## config.mk

```make
export PLATFORM = sky130hd
export DESIGN_NAME = llc_access_ctrl
export DESIGN_NICKNAME = d
export VERILOG_FILES = /design/src/rtl/llc_access_ctrl.sv
export SDC_FILE = /design/constraint.sdc
export NUM_CORES = 1
export LEC_CHECK = 0
export CAP_MARGIN = 15
export CORE_AREA = 2 2 171 173
export DETAILED_ROUTE_END_ITERATION = 6
export DIE_AREA = 0 0 173 175
export GPL_ROUTABILITY_DRIVEN = 0
export PLACE_DENSITY = 0.88
export SLEW_MARGIN = 20
export SYNTH_ARGS = -nofsm -noshare
export SYNTH_HDL_FRONTEND = slang
export SYNTH_SLANG_ARGS = --single-unit
```

## constraint.sdc

```tcl
create_clock -name clk -period 10.2 [get_ports clk]
set_clock_uncertainty 0.05 [all_clocks]
set_input_delay 3.06 -clock clk [delete_from_list [all_inputs] [get_ports clk]]
set_output_delay 3.06 -clock clk [all_outputs]
set_load 0.01 [all_outputs]
```

## src/rtl/llc_access_ctrl.sv

```systemverilog
// rtl/llc_access_ctrl.sv - LLC request sequencer: tag lookup, victim selection, writeback/fill, tag and PLRU update.
module llc_access_ctrl #(
  parameter int ASSOCIATIVITY = 16,
  parameter int INDEX         = 14,
  parameter int BYTE_OFFSET   = 6,
  parameter int TAG_BITS      = 32 - (INDEX + BYTE_OFFSET),
  localparam int WAY_BITS     = $clog2(ASSOCIATIVITY),
  localparam int P_LRU        = ASSOCIATIVITY - 1
) (
  input  logic                               clk,
  input  logic                               rst,
  input  logic                               req_valid,
  output logic                               req_ready,
  input  logic [1:0]                         req_op,
  input  logic [31:0]                        req_addr,
  output logic                               rsp_valid,
  output logic                               rsp_hit,
  output logic [WAY_BITS-1:0]                rsp_way,
  output logic                               tag_rd_en,
  output logic [INDEX-1:0]                   tag_rd_set,
  input  logic [ASSOCIATIVITY*TAG_BITS-1:0]  tag_rd_tags,
  input  logic [ASSOCIATIVITY-1:0]           tag_rd_valid,
  input  logic [ASSOCIATIVITY-1:0]           tag_rd_dirty,
  input  logic [P_LRU-1:0]                   tag_rd_plru,
  output logic                               tag_wr_en,
  output logic [INDEX-1:0]                   tag_wr_set,
  output logic [WAY_BITS-1:0]                tag_wr_way,
  output logic [TAG_BITS-1:0]                tag_wr_tag,
  output logic                               tag_wr_valid,
  output logic                               tag_wr_dirty,
  output logic                               tag_wr_plru_en,
  output logic [P_LRU-1:0]                   tag_wr_plru,
  output logic                               bus_valid,
  output logic                               bus_op,
  output logic [31:0]                        bus_addr,
  input  logic                               bus_done,
  output logic [31:0]                        hit_cnt,
  output logic [31:0]                        miss_cnt
);

  typedef enum logic [2:0] {
    S_IDLE, S_LOOKUP, S_COMPARE, S_WB, S_FILL, S_UPDATE, S_RESP
  } state_t;

  state_t                r_state, w_next;
  logic                  r_is_wr, r_is_inv;
  logic [INDEX-1:0]      r_set;
  logic [TAG_BITS-1:0]   r_tag;
  logic                  r_hit;
  logic [WAY_BITS-1:0]   r_way;
  logic [TAG_BITS-1:0]   r_sel_tag;
  logic                  r_sel_dirty;
  logic [P_LRU-1:0]      r_plru;
  logic [31:0]           r_hit_cnt, r_miss_cnt;

  logic                  w_hit, w_has_free;
  logic [WAY_BITS-1:0]   w_hit_way, w_free_way, w_victim, w_sel_way;
  logic [TAG_BITS-1:0]   w_sel_tag;
  logic                  w_sel_valid, w_sel_dirty;

  // Tree walk: bit 0 steers to the left child (2n+1), 1 to the right (2n+2).
  function automatic logic [WAY_BITS-1:0] plru_victim(input logic [P_LRU-1:0] p);
    logic [WAY_BITS-1:0] node, way;
    logic b;
    node = '0;
    way  = '0;
    for (int l = 0; l < WAY_BITS; l++) begin
      b    = p[node];
      way  = {way[WAY_BITS-2:0], b};
      node = {node[WAY_BITS-2:0], 1'b0} + WAY_BITS'(1) + {{(WAY_BITS-1){1'b0}}, b};
    end
    return way;
  endfunction

  function automatic logic [P_LRU-1:0] plru_touch(input logic [P_LRU-1:0] p,
                                                  input logic [WAY_BITS-1:0] way);
    logic [WAY_BITS-1:0] node, rem;
    logic [P_LRU-1:0] r;
    logic d;
    r    = p;
    node = '0;
    rem  = way;
    for (int l = 0; l < WAY_BITS; l++) begin
      d       = rem[WAY_BITS-1];
      r[node] = ~d;
      node    = {node[WAY_BITS-2:0], 1'b0} + WAY_BITS'(1) + {{(WAY_BITS-1){1'b0}}, d};
      rem     = rem << 1;
    end
    return r;
  endfunction

  // Descending scans so the lowest matching / lowest invalid way wins.
  always_comb begin
    w_hit      = 1'b0;
    w_hit_way  = '0;
    w_has_free = 1'b0;
    w_free_way = '0;
    for (int w = ASSOCIATIVITY - 1; w >= 0; w--) begin
      if (tag_rd_valid[w] && (tag_rd_tags[w*TAG_BITS +: TAG_BITS] == r_tag)) begin
        w_hit     = 1'b1;
        w_hit_way = WAY_BITS'(w);
      end
      if (!tag_rd_valid[w]) begin
        w_has_free = 1'b1;
        w_free_way = WAY_BITS'(w);
      end
    end
    w_victim    = w_has_free ? w_free_way : plru_victim(tag_rd_plru);
    w_sel_way   = w_hit ? w_hit_way : w_victim;
    w_sel_tag   = '0;
    w_sel_valid = 1'b0;
    w_sel_dirty = 1'b0;
    for (int w = 0; w < ASSOCIATIVITY; w++) begin
      if (WAY_BITS'(w) == w_sel_way) begin
        w_sel_tag   = tag_rd_tags[w*TAG_BITS +: TAG_BITS];
        w_sel_valid = tag_rd_valid[w];
        w_sel_dirty = tag_rd_dirty[w];
      end
    end
  end

  always_ff @(posedge clk or posedge rst) begin
    if (rst) begin
      r_state     <= S_IDLE;
      r_is_wr     <= 1'b0;
      r_is_inv    <= 1'b0;
      r_set       <= '0;
      r_tag       <= '0;
      r_hit       <= 1'b0;
      r_way       <= '0;
      r_sel_tag   <= '0;
      r_sel_dirty <= 1'b0;
      r_plru      <= '0;
      r_hit_cnt   <= '0;
      r_miss_cnt  <= '0;
    end else begin
      r_state <= w_next;
      if (r_state == S_IDLE && req_valid) begin
        r_is_wr  <= (req_op == 2'd1);
        r_is_inv <= (req_op == 2'd2);
        r_set    <= req_addr[BYTE_OFFSET +: INDEX];
        r_tag    <= req_addr[31 -: TAG_BITS];
      end
      if (r_state == S_COMPARE) begin
        r_hit       <= w_hit;
        r_way       <= w_sel_way;
        r_sel_tag   <= w_sel_tag;
        r_sel_dirty <= w_sel_dirty;
        r_plru      <= tag_rd_plru;
      end
      if (r_state == S_UPDATE) begin
        if (r_hit)          r_hit_cnt  <= r_hit_cnt + 32'd1;
        else if (!r_is_inv) r_miss_cnt <= r_miss_cnt + 32'd1;
      end
    end
  end

  always_comb begin
    w_next         = r_state;
    tag_rd_en      = 1'b0;
    tag_rd_set     = '0;
    tag_wr_en      = 1'b0;
    tag_wr_set     = '0;
    tag_wr_way     = '0;
    tag_wr_tag     = '0;
    tag_wr_valid   = 1'b0;
    tag_wr_dirty   = 1'b0;
    tag_wr_plru_en = 1'b0;
    tag_wr_plru    = '0;
    bus_valid      = 1'b0;
    bus_op         = 1'b0;
    bus_addr       = '0;
    rsp_valid      = 1'b0;
    rsp_hit        = 1'b0;
    rsp_way        = '0;
    case (r_state)
      S_IDLE: begin
        if (req_valid) w_next = S_LOOKUP;
      end
      S_LOOKUP: begin
        tag_rd_en  = 1'b1;
        tag_rd_set = r_set;
        w_next     = S_COMPARE;
      end
      S_COMPARE: begin
        if (r_is_inv)                  w_next = w_hit ? (w_sel_dirty ? S_WB : S_UPDATE) : S_RESP;
        else if (w_hit)                w_next = S_UPDATE;
        else if (w_sel_valid && w_sel_dirty) w_next = S_WB;
        else                           w_next = S_FILL;
      end
      S_WB: begin
        bus_valid = 1'b1;
        bus_op    = 1'b1;
        bus_addr  = {r_sel_tag, r_set, {BYTE_OFFSET{1'b0}}};
        if (bus_done) w_next = r_is_inv ? S_UPDATE : S_FILL;
      end
      S_FILL: begin
        bus_valid = 1'b1;
        bus_addr  = {r_tag, r_set, {BYTE_OFFSET{1'b0}}};
        if (bus_done) w_next = S_UPDATE;
      end
      S_UPDATE: begin
        rsp_valid      = 1'b1;
        rsp_hit        = r_hit;
        rsp_way        = r_way;
        tag_wr_en      = 1'b1;
        tag_wr_set     = r_set;
        tag_wr_way     = r_way;
        tag_wr_tag     = r_hit ? r_sel_tag : r_tag;
        tag_wr_valid   = !r_is_inv;
        tag_wr_dirty   = r_is_inv ? 1'b0 : (r_hit ? (r_sel_dirty | r_is_wr) : r_is_wr);
        tag_wr_plru_en = !r_is_inv;
        tag_wr_plru    = r_is_inv ? '0 : plru_touch(r_plru, r_way);
        w_next         = S_IDLE;
      end
      S_RESP: begin
        rsp_valid = 1'b1;
        w_next    = S_IDLE;
      end
      default: w_next = S_IDLE;
    endcase
  end

  assign req_ready = (r_state == S_IDLE) && !rst;
  assign hit_cnt   = r_hit_cnt;
  assign miss_cnt  = r_miss_cnt;

endmodule

```

==> impl_results.md <==
- Crit start category: input port
- Drc violations: 0
- CTS buffer count: 17
- Setup TNS Final: 0 ps
- Horiz. Die Dim: about 170 microns
- HPWL after detailed placement: roughly 41000 microns
- Clk sink count: roughly 130
- I/O pins: about 450
- Fillers: 2400
- DRT antenna net count: 0
- Post-synth cell types: 100
- Clock share of power: 18.5%
- Clock slew at reported path FFs: around 60 ps
- Max layer used: met4
- Largest net degree at the start of global routing: slightly above 90
- Share of layout cells above drive strength 1: ~7.3%
- Setup ws final: ~2100 ps
- Fin Hold WS: 429 ps
- Arr. time, crit path: about 8300 ps
- Flop pwr share: around a quarter
- Reg area: 0.00318 sq mm
- Number of DRC markers in iteration 0: 2327
- RSZ-0062 raised after global routing: false
- Post-Syn Area: ~0.012 sq mm
- Seq/Total Area, Yosys: 25.5%
- Met2 wire length: ~24000 microns
- Worst hold path type: reg2reg
- NumNets Final: roughly 2100
- Reg-to-reg critical path startpoint: r_tag[11]$_DFFE_PP0P_
- Met3 WL: slightly above 6000 microns
- Tcrit/Tclk final: 79.6%
- Crit path required time: 10420 ps
- Post-synth EDFFs: 0
- Die H: roughly 180 microns
- Post-layout min period: 8120 ps
- P per Cell Area: ~190 mW/mm^2
- Clock root cell: clkbuf_16
- Post-Route M1 WL: roughly 19000 microns
- Fmax: between 100 and 150 MHz
- Finished Core Util: between 60% and 70%
- Hold_buf cts: 0
- Vias in the first global route: about 13000
- Hold path depth: 2
- CP Capture Type: register
- Ys Warns: 0
- Most area-consuming cells after synthesis: dfrtp_1 (26%), xnor2_1 (17%), nand2_1 (5.0%)
- IO buf count: 433
- Switching share of total power: between 40% and 50%
- Max_slew headroom: between 20% and 30%
- Clock Latency Late Sink: 420 ps
- Max-cap violations: 0
- Congestion Overflow GR: 0
- Die Area: 0.0303 sq mm
- R2r setup slk: 4800 ps
- Hold EP: r_plru[3]$_DFFE_PP0P_
- Asr flop ratio synth: 100%
- DR pass1 iterations: 6
- Initial antenna violation count: 8
- Int Pwr: 1.83 mW
- FF-to-FF path depth: 13
- Sw power: ~1.4 mW
- Final Hold Fails: 0
- Core Area: approximately 0.028 sq mm
- Post-Synthesis Cells: between 1000 and 1500
- Worst hold start: r_plru[3]$_DFFE_PP0P_
- Synthesized area per cell: approximately 8.4 sq um
- Via/cell ratio: approximately 6.3
- Via Count: about 14000
- Final wirelength: ~52000 microns
- Status: complete, no violations
- Most common cell in the netlist: xnor2_1
- Synth cell count leaders: xnor2_1 (240), nand2_1 (165), dfrtp_1 (127), nor2_1 (97), nand3_1 (74)
- Synth-to-layout area growth: 39.2%
- First-pass GRT wire length: roughly 79000 microns
- Critical path fanouts, max: between 40 and 50
- CTS tree: done
- Setup Fix Bufs, Post-CTS: 0
- Leak: ~6.4 nW
- Ys flop type: dfrtp_1
- Pins Over Slew Limit: 0
- Gate power share: approximately 58%
- Top-area cell type share of the netlist area: ~26%
- Max VDD drop: 0.000181 V
- Rows: 62
- Crit Path Class: in2reg
- Initial Utilization: 43.8%
- Finish-stage setup viols: 0
- Maximum clock path buffer count: 2
- Post-place setup slack: roughly 1800 ps
- Yosys top cell by area: dfrtp_1
- Routed WL per cell: between 20 and 25 microns
- Worst flop-to-flop path endpoint: r_sel_tag[5]$_DFFE_PP0P_
- GRT Total Usage: around 33%
- Post-CTS Resized: 0
- Total Power: roughly 3.3 mW
- Slew @ Worst Pin: ~1200 ps
- Synthesized flop and latch total: 127
- Footprint of the multi-input gates: around 0.0084 sq mm
- H-tree levels: 4
## layout make-up
| type | instances | share of cell area (%) |
|---|---|---|
| diodes | 8 | 0.115 |
| clock buffers | 17 | 2.45 |
| clock inverters | 15 | 0.938 |
| inverters | 29 | 0.642 |
| multi-input cells | 1226 | 48.7 |
| flip-flops and latches | 127 | 18.3 |
| well taps | 384 | 2.77 |
| repair buffers | 456 | 26.0 |
## worst max-delay path: stages
cell and delay [ps]:
clkdlybuf4s50_1 660, nor3b_1 90, a21oi_1 200, o31a_1 240, ha_1 330, mux2i_1 150, or4_1 390, o21ai_0 160
a211oi_1 110, o31ai_1 700, or2_2 820, buf_4 510, mux2_4 340, a221oi_1 340, a211o_1 160, o21ai_1 70
## stage by stage
step	area, sq um	cells
finish	17300	2262
global route	17300	2262
CTS	17300	2254
detailed placement	16700	2222
global placement	16700	2222
floorplan	12500	1494
## registers in the layout, summed over array words and instances (netlist names)
signal and flops:
hit_cnt 32, miss_cnt 32, r_hit 1, r_is_inv 1, r_is_wr 1, r_plru 14, r_sel_dirty 1, r_sel_tag 12
r_set 14, r_state 3, r_tag 12, r_way 4
## how the worst max path moves through the flow
stage	to	from	slack, ps
3_3_place_gp	r_sel_tag[5]$_DFFE_PP0P_	tag_rd_plru[0]	1950
4_1_cts	r_sel_tag[5]$_DFFE_PP0P_	tag_rd_plru[0]	2230
6_report	r_sel_tag[5]$_DFFE_PP0P_	tag_rd_plru[0]	2080
2_1_floorplan	req_ready	rst	3680
5_1_grt	r_sel_tag[5]$_DFFE_PP0P_	tag_rd_plru[0]	1840
3_5_place_dp	r_sel_tag[5]$_DFFE_PP0P_	tag_rd_plru[0]	1800
## power groups by stage
stage	Combinational [mW]	Sequential (mW)	Clock [mW]
6_report	1.89	0.779	0.606
5_1_grt	1.99	0.796	0.639
4_1_cts	1.84	0.774	0.614
3_5_place_dp	1.83	0.783	0
3_3_place_gp	1.78	0.775	0
2_1_floorplan	1.30	0.712	0
## layer usage
layer | vias up | GRT usage, %
li1 | 6111 | -
met1 | 6611 | 41.6
met2 | 1217 | 54.2
met3 | 301 | 7.85
met4 | 0 | 16.3
met5 | - | 0
## cell usage in the layout, fill, tap and decap left out, drive strengths merged, types with 6 or more instances in the layout
master,count
nor2,99
mux2i,27
a31oi,17
ha,11
o21a,9
clkdlybuf4s50,433
nand2b,7
a211oi,16
or3,6
inv,38
nor4,24
a21oi,59
nand3,76
nand4,66
nand2,166
o211ai,17
a221oi,6
and4,7
nor3,19
a32oi,12
a22o,25
buf,23
mux2,32
a21o,8
o22ai,13
o21ai,46
xnor2,241
a22oi,13
o31a,9
and2,51
a2bb2oi,6
conb,6
xor2,16
dfrtp,127
and3,17
diode,8
clkbuf,17
or4,11
## cell families (layout without fill, tap and decap cells)
group | Yosys count | count (layout) | synth area share (%)
and+or+nand+nor | 574 | 574 | 24.1
DFF | 127 | 127 | 25.5
other | 1 | 14 | 0.0301
adders and majority gates | 11 | 11 | 1.11
AOI/OAI and AO/OA | 318 | 318 | 18.9
muxes | 60 | 60 | 5.31
xor gates and xnor gates | 257 | 257 | 18.1
buffers and inverters | 141 | 517 | 6.89
(Power assumes the default switching activity.)
